<file path="src/rtl/fdct_pkg.sv">
// rtl/fdct_pkg.sv - shared types and constants for the FDCT butterfly stage
package fdct_pkg;

  typedef logic signed [7:0] sample_t;
  typedef logic signed [8:0] wide_t;

  localparam int ROW_LEN = 8;

  typedef enum logic {
    LOAD,
    EMIT
  } bs_state_t;

endpackage

</file>
<file path="src/rtl/fdct_addsub.sv">
// rtl/fdct_addsub.sv - sign-extending adder/subtractor for one butterfly pair
module fdct_addsub
  import fdct_pkg::*;
(
  input  sample_t i_a,
  input  sample_t i_b,
  input  logic    i_sub,
  output wide_t   o_res
);

  wide_t w_a;
  wide_t w_b;

  // Widen both operands by one sign bit so the full result range fits without wrap.
  assign w_a = {i_a[7], i_a};
  assign w_b = {i_b[7], i_b};

  // Sum or difference selected by i_sub; no saturation, the 9-bit range always holds.
  always_comb begin
    o_res = '0;
    if (i_sub) begin
      o_res = w_a - w_b;
    end else begin
      o_res = w_a + w_b;
    end
  end

endmodule

</file>
<file path="src/rtl/fdct_butterfly_stage.sv">
// rtl/fdct_butterfly_stage.sv - row buffer plus serial butterfly sums and differences
module fdct_butterfly_stage #(
  parameter int WIDTH_IN  = 8,
  parameter int WIDTH_OUT = 9,
  parameter int ROW_LEN   = 8
) (
  input  logic                 clk,
  input  logic                 reset,
  input  logic                 in_valid,
  output logic                 in_ready,
  input  logic [WIDTH_IN-1:0]  in_data,
  output logic                 out_valid,
  input  logic                 out_ready,
  output logic [WIDTH_OUT-1:0] out_data,
  output logic [2:0]           out_index,
  output logic                 out_last
);

  import fdct_pkg::*;

  localparam logic [2:0] LAST_IDX = 3'(ROW_LEN - 1);

  sample_t    r_buf [ROW_LEN];
  bs_state_t  r_state;
  logic [2:0] r_cnt;

  sample_t w_a;
  sample_t w_b;
  logic    w_sub;
  wide_t   w_res;

  // Index k pairs x[k&3] with x[7-(k&3)]; bit 2 of k selects difference over sum.
  assign w_a   = r_buf[{1'b0, r_cnt[1:0]}];
  assign w_b   = r_buf[{1'b1, ~r_cnt[1:0]}];
  assign w_sub = r_cnt[2];

  fdct_addsub u_addsub (
    .i_a   (w_a),
    .i_b   (w_b),
    .i_sub (w_sub),
    .o_res (w_res)
  );

  // Outputs decode only registered state, so stalls hold them and inputs never leak through.
  assign in_ready  = (r_state == LOAD);
  assign out_valid = (r_state == EMIT);
  assign out_data  = (r_state == EMIT) ? w_res : '0;
  assign out_index = (r_state == EMIT) ? r_cnt : 3'd0;
  assign out_last  = (r_state == EMIT) && (r_cnt == LAST_IDX);

  // Load a full row, then stream the eight results; a reset discards any partial work.
  always_ff @(posedge clk or posedge reset) begin
    if (reset) begin
      r_state <= LOAD;
      r_cnt   <= 3'd0;
      for (int i = 0; i < ROW_LEN; i++) begin
        r_buf[i] <= '0;
      end
    end else begin
      case (r_state)
        LOAD: begin
          if (in_valid) begin
            r_buf[r_cnt] <= in_data;
            if (r_cnt == LAST_IDX) begin
              r_cnt   <= 3'd0;
              r_state <= EMIT;
            end else begin
              r_cnt <= r_cnt + 3'd1;
            end
          end
        end
        EMIT: begin
          if (out_ready) begin
            if (r_cnt == LAST_IDX) begin
              r_cnt   <= 3'd0;
              r_state <= LOAD;
            end else begin
              r_cnt <= r_cnt + 3'd1;
            end
          end
        end
        default: begin
          r_state <= LOAD;
          r_cnt   <= 3'd0;
        end
      endcase
    end
  end

endmodule

</file>
<file path="config.mk">
export PLATFORM = sky130hd
export DESIGN_NAME = fdct_butterfly_stage
export DESIGN_NICKNAME = d
export VERILOG_FILES = /design/src/rtl/fdct_pkg.sv /design/src/rtl/fdct_addsub.sv /design/src/rtl/fdct_butterfly_stage.sv
export SDC_FILE = /design/constraint.sdc
export NUM_CORES = 1
export LEC_CHECK = 0
export ABC_AREA = 1
export BUFFER_PORTS_ARGS = -buffer_cell sky130_fd_sc_hd__buf_4
export CAP_MARGIN = 10
export CORE_MARGIN = 2
export CORE_UTILIZATION = 60
export CTS_BUF_LIST = sky130_fd_sc_hd__clkbuf_2
export CTS_CLUSTER_DIAMETER = 80
export DETAILED_ROUTE_END_ITERATION = 10
export PLACE_DENSITY = 0.83
export SLEW_MARGIN = 10
export SYNTH_ARGS = -nofsm -noshare
export SYNTH_HDL_FRONTEND = slang
export SYNTH_SLANG_ARGS = --single-unit
</file>
<file path="constraint.sdc">
create_clock -name clk -period 3.6 [get_ports clk]
set_input_delay 0 -clock clk [delete_from_list [all_inputs] [get_ports clk]]
set_output_delay 0 -clock clk [all_outputs]
set_load 0.005 [all_outputs]
</file>
# Word-level counts from Yosys, hierarchy flattened
# Cells that the tools add are included.
[totals]
reg_bits = 68
in_bits = 12
wordCells = 50
output_inout_bits = 15
[op_classes]
n_mux = 21
bitwise = 5
magnitude_cmp = 4
n_reduce_logical = 4
eq_ne = 3
add_sub_neg = 3
[op_table]
columns = ["cell", "n"]
rows = [
  ["$bwmux 64", 1],
  ["$bmux 8 s3", 2],
  ["$mux 8", 5],
  ["$demux 8 s3", 1],
  ["$mux 9", 2],
  ["$ge 4x4->1 const B", 3],
  ["$mux 3", 4],
  ["$add 8x8->9", 1],
  ["$sub 8x8->9", 1],
  ["$not 3->4", 2],
  ["$pmux 3 s2", 1],
  ["$lt 4x1->1 const B", 1],
  ["$mux 1", 4],
  ["$ne 2x2->1 const B", 2],
  ["$not 2->4", 1],
  ["$reduce_and 2->1", 2],
  ["$add 3x1->3 const B", 1],
  ["$eq 3x3->1 const B", 1],
  ["$logic_and 1x1->1", 2],
  ["$not 2->2", 1],
  ["$pmux 1 s2", 1],
  ["$not 1->1", 1],
]

# Depth between registers and ports, before layout
[logic_depth]
ltp_word = 8
ltp_mapped = 19
mapped_depth_nobuf = 18

# Cells and area by module
# Synthesis repeated with hierarchy kept, for this count alone.
[unflattened]
hier_cells = 580
area_unflattened_um2 = 4068.9
[modules_own_cells]
columns = ["module", "cells_per_inst", "area_each_um2", "seq_area_each_um2", "n_inst"]
rows = [
  ["fdct_butterfly_stage", 468, 3467.1, 1701.6, 1],
  ["fdct_addsub", 112, 601.8, 0.0, 1],
]

# Worst setup path after synthesis
# No wires, ideal clock.
[synth_path]
kind = "register -> output"
start = "register r_cnt[1]"
end = "output port out_data[6]"
t_required_ns = 3.600
setup_slack_ns = 1.137
arrival_time_ns = 2.463
path_stages_with_launch = 18
n_path_buf = 2
path_cell_list = "dfrtp_1 > buf_4 > inv_4 > buf_6 > nand3_1 > nand2_1 > ha_1 > o21ai_0 > inv_1 > fa_1 > o21ai_0 > nand2_1 > nand2_1 > nand2_1 > nand2_1 > a21oi_1 > o21ai_0 > a21oi_1"
[synth_between]
elab_chain_len = 8
word_cells_on_any_way = 13
classes_between = "2 x add/sub; 8 x mux; 3 x bitwise"
[synth_lines]
columns = ["element", "line_no", "text"]
rows = [
  ["from (decl)", "fdct_butterfly_stage.sv:25", "logic [2:0] r_cnt;"],
  ["from (signal assigned)", "fdct_butterfly_stage.sv:68", "r_cnt <= r_cnt + 3'd1;"],
  ["from (signal assigned)", "fdct_butterfly_stage.sv:78", "r_cnt <= r_cnt + 3'd1;"],
  ["$not 2->2", "fdct_butterfly_stage.sv:34", "assign w_b = r_buf[{1'b1, ~r_cnt[1:0]}];"],
  ["$not 3->4", "fdct_butterfly_stage.sv:34", ""],
  ["$bmux 8 s3", "fdct_butterfly_stage.sv:34", ""],
  ["$mux 8 (implied by the code) (2 in series)", "fdct_butterfly_stage.sv:34", ""],
  ["$add 8x8->9 / $sub 8x8->9 (equally long branches)", "fdct_addsub.sv:24, fdct_addsub.sv:22", ""],
  ["$mux 9 (*)", "fdct_addsub.sv:21", "if (i_sub) begin"],
  ["$mux 9 (*)", "fdct_butterfly_stage.sv:47", "assign out_data = (r_state == EMIT) ? w_res : '0;"],
  ["to (decl)", "fdct_butterfly_stage.sv:14", "output logic [WIDTH_OUT-1:0] out_data,"],
]
# Mark *: on every way between the ends. The rest lies on a longest branch, timed or not. The select of a mux whose other input is x is not followed.

# Worst setup path in the final report
[layout_path]
start = "register r_cnt[0]"
end = "output port out_data[8]"
# The elaborated chain is that of the path after synthesis.

==> out/metrics.cfg <==
[finish]
nFillCells=470
syn2layout_area_growth_pct=14.2
diodes=0
regArea_mm2=0.00170
multi_input_area_mm2=0.00163
layout.nets=516
drive_gt1_frac=0.123

[sta]
finClkSkew_ns=0.0284
rsz0062_at_grt=yes
relSlewSlack=0.551
post-route-min-period_ns=3.38
worst_pin_slew_ns=0.671
whs_ns=0.0982
hold_viol=0
period_share=0.939
fin_tns_setup_ns=0
final_max_slew_viol_count=0
fmax_mhz=296
final-setup-viol-count=0

[synthesis]
synth_common_cells=112 x nand2_1, 76 x o21ai_0, 68 x dfrtp_1, 44 x a21oi_1, 39 x nor2_1
yosys_warnings=0
ys_ff_latch=68
synth.net_count=481
synth_top_cell_by_area=dfrtp_1
synth_top_area_share=0.472
synth_edf_count=0
ys_types=27
avgSynthCellArea_um2=7.89
syn_area_mm2=0.00361
yosysSeqAreaShare=0.472
yosysMostFrequentCell=nand2_1
ys.flop_type=dfrtp_1
syn_inst=457
synth.area.top_cells=dfrtp_1 47%, nand2_1 12%, o21ai_0 11%, a21oi_1 6.1%, nor2_1 4.1%
async_flop_share=1.00

[die]
die_h_um=81.5
io_pins=27
coreArea_mm2=0.00585
start_util=0.616
dieArea_mm2=0.00665
die_w_um=81.5
rows=28

[placement]
gp_congestion=0.916
io_buffers=26
place_hpwl_um=5890

[hold_path]
hp-class=in -> async

[global_route]
grt_first_pass_wirelength_um=14200
first_global_vias=3045
antenna_found_initial=0
grt_max_degree=40
grtUsageTotal=0.287
grt-ovfl-total=0

[clocking]
clk_path_buf_depth=2
cts-buffers-inserted=9
cts_tree=yes
clock-sinks=68
htree_levels=3
worstSkewPairLatency_ns=0.50
clkTransAtPathRegs_ns=0.19
root_buffer=clkbuf_2

[critical_path]
worstSetupEndpointType=output pin
crit_required_ns=3.60
arrival_ns=3.38
cp_max_fo=16
start_kind=flop
criticalPathCategory=reg -> out

[drt]
routed_wl_um=8610
route.detailed.drc=0
wl_per_cell_um=15.0
via_count=3236
first_pass_iters=5
ant_nets=0
vias_per_cell=5.66
drt_first_iter_violations=230

[run_status]
status=finished clean

[run]
maxCapViolCount=0

-- final timing paths --
kind | start | end | slack [ns] | cells past startpoint
setup / recovery | r_cnt[0] | out_data[8] | 0.22 | 18
min in group clk | in_data[6] | r_buf[22] | 0.26 | 4
setup reg to reg | out_valid | r_buf[14] | 1.47 | 5
hold reg to reg | r_buf[43] | r_buf[43] | 0.51 | 2
hold / removal | reset | r_buf[28] | 0.1 | 3
max in group asynchronous | reset | r_buf[60] | 2.56 | 4
-- area by class of cell --
class,count,share of cell area
flip-flops and latches,68,0.414
well taps,75,0.0228
inverters,41,0.0392
clock buffers,9,0.0109
multi-input cells,327,0.397
repair buffers,44,0.0875
repair inverters,1,0.00122
clock inverters,7,0.0277
-- metrics by stage --
step	setup slack (ns)	utilization	std cells	area (um2)
finish	0.218	0.704	572	4120
CTS	0.00187	0.700	570	4100
global placement	0.722	0.653	542	3820
detailed placement	0.575	0.653	542	3820
global route	-0.0223	0.704	572	4120
floorplan	1.14	-	457	3610
-- registers in the layout, summed over array words and instances (netlist names) --
name	flops
out_valid	1
r_buf	64
r_cnt	3
-- cells by family (layout without fill, tap and decap cells) --
| group | Yosys count | count (layout) | synth area share |
|---|---|---|---|
| XOR/XNOR | 6 | 6 | 0.0146 |
| flip-flops | 68 | 68 | 0.472 |
| buffers and inverters | 62 | 102 | 0.0749 |
| adder cells (fa/ha/maj) | 12 | 12 | 0.0437 |
| AO/OA/AOI/OAI | 131 | 131 | 0.188 |
| AND/OR/NAND/NOR | 178 | 178 | 0.207 |
-- critical path, cell delays in order (launching register included) --
cell and delay (ns):
dfrtp_2 0.53, inv_4 0.11, buf_4 0.21, nand2_1 0.07, nand3_1 0.06, nand2_1 0.13, inv_1 0.09, nor3_2 0.18
nor2_1 0.08, nor2_1 0.14, xor2_1 0.19, ha_1 0.28, a21oi_1 0.15, o21ai_0 0.11, a21oi_1 0.20, nand3_1 0.11
nand2_1 0.07, nor2_1 0.04, buf_4 0.13
-- metal layers --
metal  track usage  routed length [um]
met1         0.376                3770
met2         0.457                4060
met3        0.0615                 503
met4         0.134                 274
met5             0                   0
-- repair_timing --
item	in CTS	in global routing
buffers inserted	0	1
endpoints found under the setup margin	0	5
resized for setup	0	7
hold buffers	12	0
endpoints found under the hold margin	97	0
-- layout by cell type (no fill, tap or decap) --
master         instances
a32o_1                 1
a32oi_1                2
bufinv_16              3
clkinvlp_4             1
dlygate4sd3_1         12
a21oi_1               44
dfrtp_1               66
inv_4                  1
clkinv_1               2
nor3_2                 1
nor3_4                 3
nand2_1              112
buf_4                 32
fa_1                   1
nor3_1                 2
clkbuf_2               9
inv_1                 37
ha_1                  11
clkinv_2               1
xor2_1                 5
clkinv_4               1
xnor2_1                1
o21ai_0               74
o22ai_1                5
nand2_2                2
nand3_1               17
nor2_1                39
inv_2                  2
dfrtp_2                2
o31a_1                 1
o21ai_1                4
nor2_2                 2
inv_6                  1
Power is left out: the tool's default activity adds up to more than one toggle a clock period on the data nets, which glitch-free logic cannot reach.
